<file path="src/rtl/reset_clock_manager_if.sv">
// Control/status bundle between the reset/clock manager and its host.
// The manager connects through the slave modport.
interface reset_clock_manager_if #(
  parameter int Channels  = 4,
  parameter int AddrWidth = 2,
  parameter int DivWidth  = 8
);
  logic                 softReset;
  logic                 divWe;
  logic [AddrWidth-1:0] divAddr;
  logic [DivWidth-1:0]  divData;
  logic                 sysRst;
  logic [Channels-1:0]  chanRst;
  logic [Channels-1:0]  chanEn;
  logic                 ready;

  modport master (
    output softReset, divWe, divAddr, divData,
    input  sysRst, chanRst, chanEn, ready
  );

  modport slave (
    input  softReset, divWe, divAddr, divData,
    output sysRst, chanRst, chanEn, ready
  );
endinterface

</file>
<file path="src/rtl/reset_clock_manager.sv">
// Power-up reset sequencer with staggered per-channel release and
// per-channel programmable clock-enable strobes.
//
//  state   | meaning
//  --------+------------------------------------------------------------
//  POWERUP | sysRst held, counting out the power-up interval
//  SEQ     | releasing chanRst one channel per stagger interval
//  RUN     | all channels released, ready=1
//  HOLD    | soft reset: all channels held for one stagger interval
module reset_clock_manager #(
  parameter int Channels      = 4,
  parameter int AddrWidth     = 2,
  parameter int DivWidth      = 8,
  parameter int DefaultDiv    = 0,
  parameter int PowerupWidth  = 24,
  parameter int PowerupCount  = 6777216,
  parameter int StaggerCycles = 16
) (
  input  logic                   clk,
  input  logic                   rst,
  reset_clock_manager_if.slave   bus
);

  localparam int IdxW  = (Channels > 1) ? $clog2(Channels) : 1;
  localparam int StagW = (StaggerCycles > 1) ? $clog2(StaggerCycles) : 1;

  localparam logic [PowerupWidth-1:0] PuLast    = PowerupWidth'(PowerupCount - 1);
  localparam logic [StagW-1:0]        StagLast  = StagW'(StaggerCycles - 1);
  localparam logic [IdxW-1:0]         IdxLast   = IdxW'(Channels - 1);
  localparam logic [AddrWidth:0]      ChanLimit = (AddrWidth + 1)'(Channels);
  localparam logic [DivWidth-1:0]     DivReset  = DivWidth'(DefaultDiv);

  typedef enum logic [1:0] {
    POWERUP,
    SEQ,
    RUN,
    HOLD
  } state_t;

  state_t                  state, stateNext;
  logic [PowerupWidth-1:0] puCnt, puCntNext;
  logic [StagW-1:0]        stagCnt, stagCntNext;
  logic [IdxW-1:0]         idx, idxNext;
  logic [Channels-1:0]     chanRst, chanRstNext;
  logic                    sysRst, sysRstNext;
  logic                    ready, readyNext;

  logic [DivWidth-1:0]     divQ [Channels];
  logic [DivWidth-1:0]     cntQ [Channels];
  logic [Channels-1:0]     chanEn;
  logic [Channels-1:0]     wrHit;
  logic                    addrOk;

  always_ff @(posedge clk) begin
    if (rst) begin
      state   <= POWERUP;
      puCnt   <= '0;
      stagCnt <= '0;
      idx     <= '0;
      chanRst <= '1;
      sysRst  <= 1'b1;
      ready   <= 1'b0;
    end else begin
      state   <= stateNext;
      puCnt   <= puCntNext;
      stagCnt <= stagCntNext;
      idx     <= idxNext;
      chanRst <= chanRstNext;
      sysRst  <= sysRstNext;
      ready   <= readyNext;
    end
  end

  always_comb begin
    stateNext   = state;
    puCntNext   = puCnt;
    stagCntNext = stagCnt;
    idxNext     = idx;
    chanRstNext = chanRst;
    sysRstNext  = sysRst;
    readyNext   = ready;
    unique case (state)
      POWERUP: begin
        sysRstNext = 1'b1;
        if (puCnt == PuLast) begin
          stateNext   = SEQ;
          puCntNext   = '0;
          stagCntNext = '0;
          idxNext     = '0;
          sysRstNext  = 1'b0;
        end else begin
          puCntNext = puCnt + 1'b1;
        end
      end
      SEQ: begin
        // softReset takes priority over a release falling in the same cycle
        if (bus.softReset) begin
          stateNext   = HOLD;
          chanRstNext = '1;
          readyNext   = 1'b0;
          idxNext     = '0;
          stagCntNext = '0;
        end else if (stagCnt == StagLast) begin
          chanRstNext[idx] = 1'b0;
          stagCntNext      = '0;
          if (idx == IdxLast) begin
            stateNext = RUN;
            readyNext = 1'b1;
            idxNext   = '0;
          end else begin
            idxNext = idx + 1'b1;
          end
        end else begin
          stagCntNext = stagCnt + 1'b1;
        end
      end
      RUN: begin
        if (bus.softReset) begin
          stateNext   = HOLD;
          chanRstNext = '1;
          readyNext   = 1'b0;
          idxNext     = '0;
          stagCntNext = '0;
        end
      end
      HOLD: begin
        if (bus.softReset) begin
          stagCntNext = '0;
        end else if (stagCnt == StagLast) begin
          stateNext   = SEQ;
          stagCntNext = '0;
        end else begin
          stagCntNext = stagCnt + 1'b1;
        end
      end
      default: stateNext = POWERUP;
    endcase
  end

  always_comb begin
    wrHit  = '0;
    addrOk = ({1'b0, bus.divAddr} < ChanLimit);
    for (int i = 0; i < Channels; i++) begin
      wrHit[i] = bus.divWe && addrOk && (bus.divAddr == AddrWidth'(i));
    end
  end

  // Holding on the next chanRst as well keeps strobes off on the edge a channel re-enters reset.
  always_ff @(posedge clk) begin
    if (rst) begin
      for (int i = 0; i < Channels; i++) begin
        divQ[i] <= DivReset;
        cntQ[i] <= '0;
      end
      chanEn <= '0;
    end else begin
      for (int i = 0; i < Channels; i++) begin
        if (wrHit[i]) begin
          divQ[i]   <= bus.divData;
          cntQ[i]   <= '0;
          chanEn[i] <= 1'b0;
        end else if (chanRst[i] || chanRstNext[i]) begin
          cntQ[i]   <= '0;
          chanEn[i] <= 1'b0;
        end else if (cntQ[i] == divQ[i]) begin
          cntQ[i]   <= '0;
          chanEn[i] <= 1'b1;
        end else begin
          cntQ[i]   <= cntQ[i] + 1'b1;
          chanEn[i] <= 1'b0;
        end
      end
    end
  end

  assign bus.sysRst  = sysRst;
  assign bus.chanRst = chanRst;
  assign bus.chanEn  = chanEn;
  assign bus.ready   = ready;

endmodule
</file>
<file path="src/flat_wrapper.sv">
// flat-port wrapper written by rule: the top's interface ports become plain ports
module reset_clock_manager_flat 
#(
  parameter int Channels      = 4,
  parameter int AddrWidth     = 2,
  parameter int DivWidth      = 8,
  parameter int DefaultDiv    = 0,
  parameter int PowerupWidth  = 24,
  parameter int PowerupCount  = 6777216,
  parameter int StaggerCycles = 16
)
  (clk, rst, bus_softReset, bus_divWe, bus_divAddr, bus_divData, bus_sysRst, bus_chanRst, bus_chanEn, bus_ready);
  reset_clock_manager_if #(.Channels(Channels), .AddrWidth(AddrWidth), .DivWidth(DivWidth)) bus_i ();
  input  logic clk;
  input  logic rst;
  input wire logic [$bits(bus_i.softReset)-1:0] bus_softReset;
  input wire logic [$bits(bus_i.divWe)-1:0] bus_divWe;
  input wire logic [$bits(bus_i.divAddr)-1:0] bus_divAddr;
  input wire logic [$bits(bus_i.divData)-1:0] bus_divData;
  output wire logic [$bits(bus_i.sysRst)-1:0] bus_sysRst;
  output wire logic [$bits(bus_i.chanRst)-1:0] bus_chanRst;
  output wire logic [$bits(bus_i.chanEn)-1:0] bus_chanEn;
  output wire logic [$bits(bus_i.ready)-1:0] bus_ready;
  assign bus_i.softReset = bus_softReset;
  assign bus_i.divWe = bus_divWe;
  assign bus_i.divAddr = bus_divAddr;
  assign bus_i.divData = bus_divData;
  assign bus_sysRst = bus_i.sysRst;
  assign bus_chanRst = bus_i.chanRst;
  assign bus_chanEn = bus_i.chanEn;
  assign bus_ready = bus_i.ready;
  reset_clock_manager #(.Channels(Channels), .AddrWidth(AddrWidth), .DivWidth(DivWidth), .DefaultDiv(DefaultDiv), .PowerupWidth(PowerupWidth), .PowerupCount(PowerupCount), .StaggerCycles(StaggerCycles)) u_core (.clk(clk), .rst(rst), .bus(bus_i));
endmodule
</file>
<file path="config.mk">
export PLATFORM = sky130hd
export DESIGN_NAME = reset_clock_manager_flat
export DESIGN_NICKNAME = d
export VERILOG_FILES = /design/src/rtl/reset_clock_manager_if.sv /design/src/rtl/reset_clock_manager.sv /design/src/flat_wrapper.sv
export SDC_FILE = /design/constraint.sdc
export NUM_CORES = 1
export LEC_CHECK = 0
export CAP_MARGIN = 20
export CELL_PAD_IN_SITES_DETAIL_PLACEMENT = 1
export CELL_PAD_IN_SITES_GLOBAL_PLACEMENT = 2
export CORE_UTILIZATION = 30
export CTS_BUF_LIST = sky130_fd_sc_hd__clkbuf_2 sky130_fd_sc_hd__clkbuf_4 sky130_fd_sc_hd__clkbuf_8
export DETAILED_ROUTE_END_ITERATION = 7
export PLACE_DENSITY_LB_ADDON = 0.1
export SLEW_MARGIN = 20
export SYNTH_ARGS = -nofsm -noshare
export SYNTH_HDL_FRONTEND = slang
export SYNTH_SLANG_ARGS = --single-unit
</file>
<file path="constraint.sdc">
create_clock -name clk -period 2.2 [get_ports clk]
set_clock_uncertainty 0.1 [all_clocks]
set_input_delay 0.44 -clock clk [delete_from_list [all_inputs] [get_ports clk]]
set_output_delay 0.44 -clock clk [all_outputs]
set_load 0.005 [all_outputs]
</file>
# After elaboration in Yosys (flattened, before gate mapping)

Memory sizes are Yosys's and may differ from the RTL's.
Cells that the tools add are included.

Add/sub/neg operators: 7
Magnitude comparators: 2
Equality and inequality tests: 19
Multiplexer cells: 122
Bitwise logic cells: 22
Reductions and logical operators: 18

Operators with widths:

| cell                  | count |
|---|---|
| $mux 8                | 20 |
| $mux 1                | 76 |
| $add 8x1->8 const B   | 4 |
| $eq 8x8->1            | 4 |
| $mux 4                | 7 |
| $add 24x1->24 const B | 1 |
| $eq 24x23->1 const B  | 1 |
| $mux 2                | 12 |
| $mux 24               | 1 |
| $or 1x1->1            | 20 |
| $pmux 4 s3            | 1 |
| $eq 2x2->1 const B    | 5 |
| $pmux 2 s4            | 1 |
| $pmux 4 s2            | 1 |
| $reduce_and 4->1      | 2 |
| $ne 3x2->1 const B    | 2 |
| $pmux 2 s3            | 1 |
| $reduce_and 6->1      | 1 |
| $logic_and 1x1->1     | 5 |
| $add 4x1->4 const B   | 1 |
| $and 4x4->4           | 1 |
| $eq 2x1->1 const B    | 2 |
| $eq 4x4->1 const B    | 1 |
| $logic_not 2->1       | 2 |
| 13 further kinds      | 18 |

Register bits after elaboration: 42
RAM bits: 64
Input port bits: 14
Output and inout port bits: 10
Word-level logic and storage cells: 200
Memories: 2

Memories:

| name        | depth | bits a word | read ports | clocked after memory_dff | wr ports | RTL line                  | text |
|---|---|---|---|---|---|---|---|
| u_core.cntQ | 4     | 8           | 4          | 0                        | 4        | reset_clock_manager.sv:49 | `logic [DivWidth-1:0] cntQ [Channels];` |
| u_core.divQ | 4     | 8           | 4          | 0                        | 4        | reset_clock_manager.sv:48 | `logic [DivWidth-1:0] divQ [Channels];` |

# Logic depth before layout (Yosys ltp)

Word-level depth: 17
Gate-level depth with buffers: 8
Mapped depth without buffers: 7

# Least setup slack after synthesis

OpenSTA, ideal clock, no wires.

Path kind: flip-flop to flip-flop
Start point: reg u_core.state[0]
End point: reg u_core.stagCnt[2]
Setup time: 71 ps
Data arrival time: 1924 ps
Required time: 2029 ps
Setup slack: 105 ps
Cell stages (with the launch flop): 8
Path buffers: 0
Period minus slack after synthesis: 2095 ps
Cell sequence: dfxtp_1 -> inv_1 -> ha_1 -> nor2b_1 -> or4_1 -> o22a_2 -> or4_1 -> a21oi_1

Longest elaborated chain between the ends: 3
Elaborated cells on any way between the ends: 9
Classes of those cells: eq/ne (5); mux (1); reduce/logical (3)

Ends and longest elaborated chain:

| item                                              | RTL line                  | text |
|---|---|---|
| start, declared                                   | reset_clock_manager.sv:40 | `state_t state, stateNext;` |
| start signal, assigned                            | reset_clock_manager.sv:64 | `state <= stateNext;` |
| $eq 2x1->1 (tied with other cells)                | reset_clock_manager.sv:82 | `unique case (state)` |
| $reduce_or 2->1 (no line) (tied with other cells) | -                         |  |
| $pmux 4 s3 or $reduce_and 2->1 (tied branches)    | -                         |  |
| end signal, assigned                              | reset_clock_manager.sv:66 | `stagCnt <= stagCntNext;` |
| end, declared                                     | reset_clock_manager.sv:42 | `logic [StagW-1:0] stagCnt, stagCntNext;` |

Several ways; a longest one is shown, not always the timed one.
A chain may end at the register's enable or synchronous reset.

# Worst setup path in the final report

Start point: reg u_core.puCnt[21]
End point: reg u_core.stagCnt[2]

Longest elaborated chain between the ends: 3

Ends and longest elaborated chain:

| item                       | RTL line                  | text |
|---|---|---|
| start, declared            | reset_clock_manager.sv:41 | `logic [PowerupWidth-1:0] puCnt, puCntNext;` |
| start signal, assigned     | reset_clock_manager.sv:65 | `puCnt <= puCntNext;` |
| $eq 24x23->1               | reset_clock_manager.sv:85 | `if (puCnt == PuLast) begin` |
| $ne 2x1->1 (no line)       | -                         |  |
| $reduce_and 2->1 (no line) | -                         |  |

No other way between the ends.

==> qor.txt <==
Combinational Power Share - 17.9%
met2 wire len - 5890 µm
Setup crit end kind - flip-flop
Max Slew Vio Count - 0
Cell Int Power - 3.48 mW
Worst Tran Pin Value - 708 ps
vias per cell - 4.70
Synth area leader - edfxtp_1
sequential power share - 50.7%
Max FO, Critical Path - 4
post-route ant nets - 0
Detail Placement HPWL - 8950 µm
final cell count without fillers - 809
vias in the first global route - 4,025
die height - 134 µm
DR vias - 3,802
H-tree level count - 3
syn_area_per_cell - 10.6 µm²
clock transition at the registers of the reported paths - 100 ps
Yosys Warn Count - 0
Placed Cells - 791
status - finished, final reports clean
site row count - 47
first-pass detailed-route iteration total - 4
diode count - 0
synthesized area - 5220 µm²
Placer Congestion - 0.739
top post-synthesis cells by area - edfxtp_1, dfxtp_1, xor2_1
antenna violations before repair - 0
Post-Synthesis Cells - 492
Placement Cell Area - 6070 µm²
distinct cell type count after synthesis - 46
Clk pwr share - 31.4%
detailed-routed wire length on met3 - 205 µm
PortBufs - 23
DRC viols - 0
Max Clock Freq - 475 MHz
min Tclk post-route - 2100 ps
Area growth, synth to finish - 21.8%
TritonCTS Buffers - 9
CP Data Required Time - 2430 ps
Power Density - 758 nW/µm²
Max transition margin - 52.5%
max layer used - met4
largest net degree at the start of global routing - 22
RSZ-0062 raised after global routing - yes
period utilisation layout - 95.6%
Worst Hold Class - flip-flop to flip-flop
endpoints failing setup - 0
Hold Vio Cnt, Final - 0
Max VDD drop - 0.294 mV
Final Net Count - 612
Psw - 1.33 mW
Post-Route M1 WL - 5710 µm
routed wire length per instance - 14.8 µm
final hold slack - 391 ps
WP data arrival - 2340 ps
Synth top area share - 36.9%
Max Cap Violations - 0
TritonCTS clock tree - done
Finished Cell Area - 6350 µm²
Iter 0 DRT Violations - 114
I/O Pins - 24
gr usage total - 14.6%
Sink Count - 106
Yosys reg bits - 106
leak pwr - 2.44 nW
Starting Density - 31.1%
layout cell share with drive strength beyond 1 - 11.0%
Sw Ratio - 27.6%
WL final - 12,000 µm
core area - 16,800 µm²
CTS root buf - clkbuf_8
clk buf depth - 2
width of the die - 134 µm
first-pass GRT wire length - 20,300 µm
gr ovfl total - 0
Worst setup SP type - flip-flop
post-synthesis sequential area ratio - 53.0%
clock latency on the worst-skew pair - 390 ps
area of the die - 17,900 µm²
Setup CP Type - flip-flop to flip-flop
[stage by stage]
step	util [%]	total power [mW]	TNS (ps)	setup slack (ps)
final	37.9	4.81	0	96.6
after global routing	37.9	5.07	-42.1	-13.5
after CTS	37.7	4.88	0	14.1
after detailed placement	36.2	3.34	-3540	-134
after global placement	36.2	3.33	-2130	-88.8
after floorplan	-	2.91	0	105
[synthesized netlist by cell type, drive strengths merged]
cell	number
a211o	4
a211oi	4
a21o	2
a21oi	14
a2bb2oi	1
a31o	4
a31oi	1
and2	32
and3	20
buf	1
clkbuf	7
conb	1
dfxtp	42
edfxtp	64
ha	14
inv	12
mux2i	3
nand2	20
nand2b	1
nand3	28
nand3b	1
nand4	12
nand4bb	1
nor2	68
nor2b	7
nor3	13
nor3b	1
nor4	11
nor4b	3
nor4bb	1
o211a	1
o21ai	7
o21bai	1
o22a	1
o22ai	1
o32ai	1
o41ai	1
or2	2
or3	2
or4	3
or4b	1
xnor2	14
xor2	64
[path summary, 6_finish.rpt]
check                                 startpoint                        endpoint  slack, ps  depth (start not counted)
setup reg to reg   u_core.puCnt[21]$_SDFFE_PP0N_  u_core.stagCnt[2]$_SDFFE_PP0P_        100                          5
setup / recovery   u_core.puCnt[21]$_SDFFE_PP0N_  u_core.stagCnt[2]$_SDFFE_PP0P_        100                          5
hold / removal    u_core.bus.sysRst$_SDFFE_PP1N_  u_core.bus.sysRst$_SDFFE_PP1N_        390                          1
hold reg to reg   u_core.bus.sysRst$_SDFFE_PP1N_  u_core.bus.sysRst$_SDFFE_PP1N_        390                          1
[per-layer routing]
metal | GRT usage (%) | vias up
li1 | - | 1898
met1 | 18.1 | 1863
met2 | 25.5 | 28
met3 | 2.00 | 13
met4 | 6.06 | 0
met5 | 0 | -
[flip-flops by register name, summed over array words and instances, names as in the netlist]
| name | cells |
|---|---|
| u_core.bus.chanEn | 4 |
| u_core.bus.chanRst | 4 |
| u_core.bus.ready | 1 |
| u_core.bus.sysRst | 1 |
| u_core.cntQ | 32 |
| u_core.divQ | 32 |
| u_core.idx | 2 |
| u_core.puCnt | 24 |
| u_core.stagCnt | 4 |
| u_core.state | 2 |
[cell usage in the layout, fill, tap and decap left out, types with 9 or more instances in the layout]
| cell type | synthesis | layout |
|---|---|---|
| nand3_1 | 28 | 28 |
| buf_4 | 0 | 34 |
| ha_1 | 14 | 14 |
| edfxtp_1 | 64 | 64 |
| nor4_1 | 11 | 9 |
| clkdlybuf4s50_1 | 0 | 23 |
| nor2_1 | 68 | 68 |
| nand2_1 | 20 | 20 |
| inv_1 | 12 | 12 |
| xnor2_1 | 14 | 14 |
| and2_1 | 32 | 32 |
| dfxtp_1 | 42 | 41 |
| nand4_1 | 10 | 10 |
| nor3_1 | 13 | 12 |
| clkbuf_8 | 0 | 9 |
| a21oi_1 | 14 | 14 |
| xor2_1 | 64 | 64 |
| and3_1 | 20 | 20 |
| conb_1 | 1 | 32 |
[critical path: stages, from the launching register on]
cell     delay (ps)
dfxtp_1         420
nand4_2         190
or4_1           570
o22a_2          240
or4_1           400
a21oi_1         120
[power groups by stage]
stage / Sequential (mW) / Combinational (mW) / Clock [mW]
global route: 2.47 / 0.974 / 1.63
floorplan: 2.44 / 0.474 / 0
CTS: 2.45 / 0.855 / 1.58
global placement: 2.49 / 0.837 / 0
detailed placement: 2.49 / 0.852 / 0
finish: 2.44 / 0.861 / 1.51
[logic make-up after synthesis]
kind of cell	share of synthesized area [%]
AOI/OAI and AO/OA	5.49
buffers and inverters	1.46
DFF	53.0
xor gates and xnor gates	13.1
other	0.0719
adders and majority gates	3.36
muxes	0.576
and+or+nand+nor	23.0
[area by class of cell]
type	instances	area, µm²
clock inverter	7	126
fill	1899	10400
multi-input combinational	397	2510
clock buffer	9	124
timing repair buffer	58	505
tap	220	275
sequential	106	2760
inverter	12	45.0
[timing repair]
action | in CTS | in global routing
hold buffers | 0 | 0
endpoints found under the setup margin | 0 | 40
hold endpoints to repair | 0 | 0
resized for setup | 0 | 4
buffers inserted | 0 | 2
Note: power is estimated with default switching activity, not from simulation.
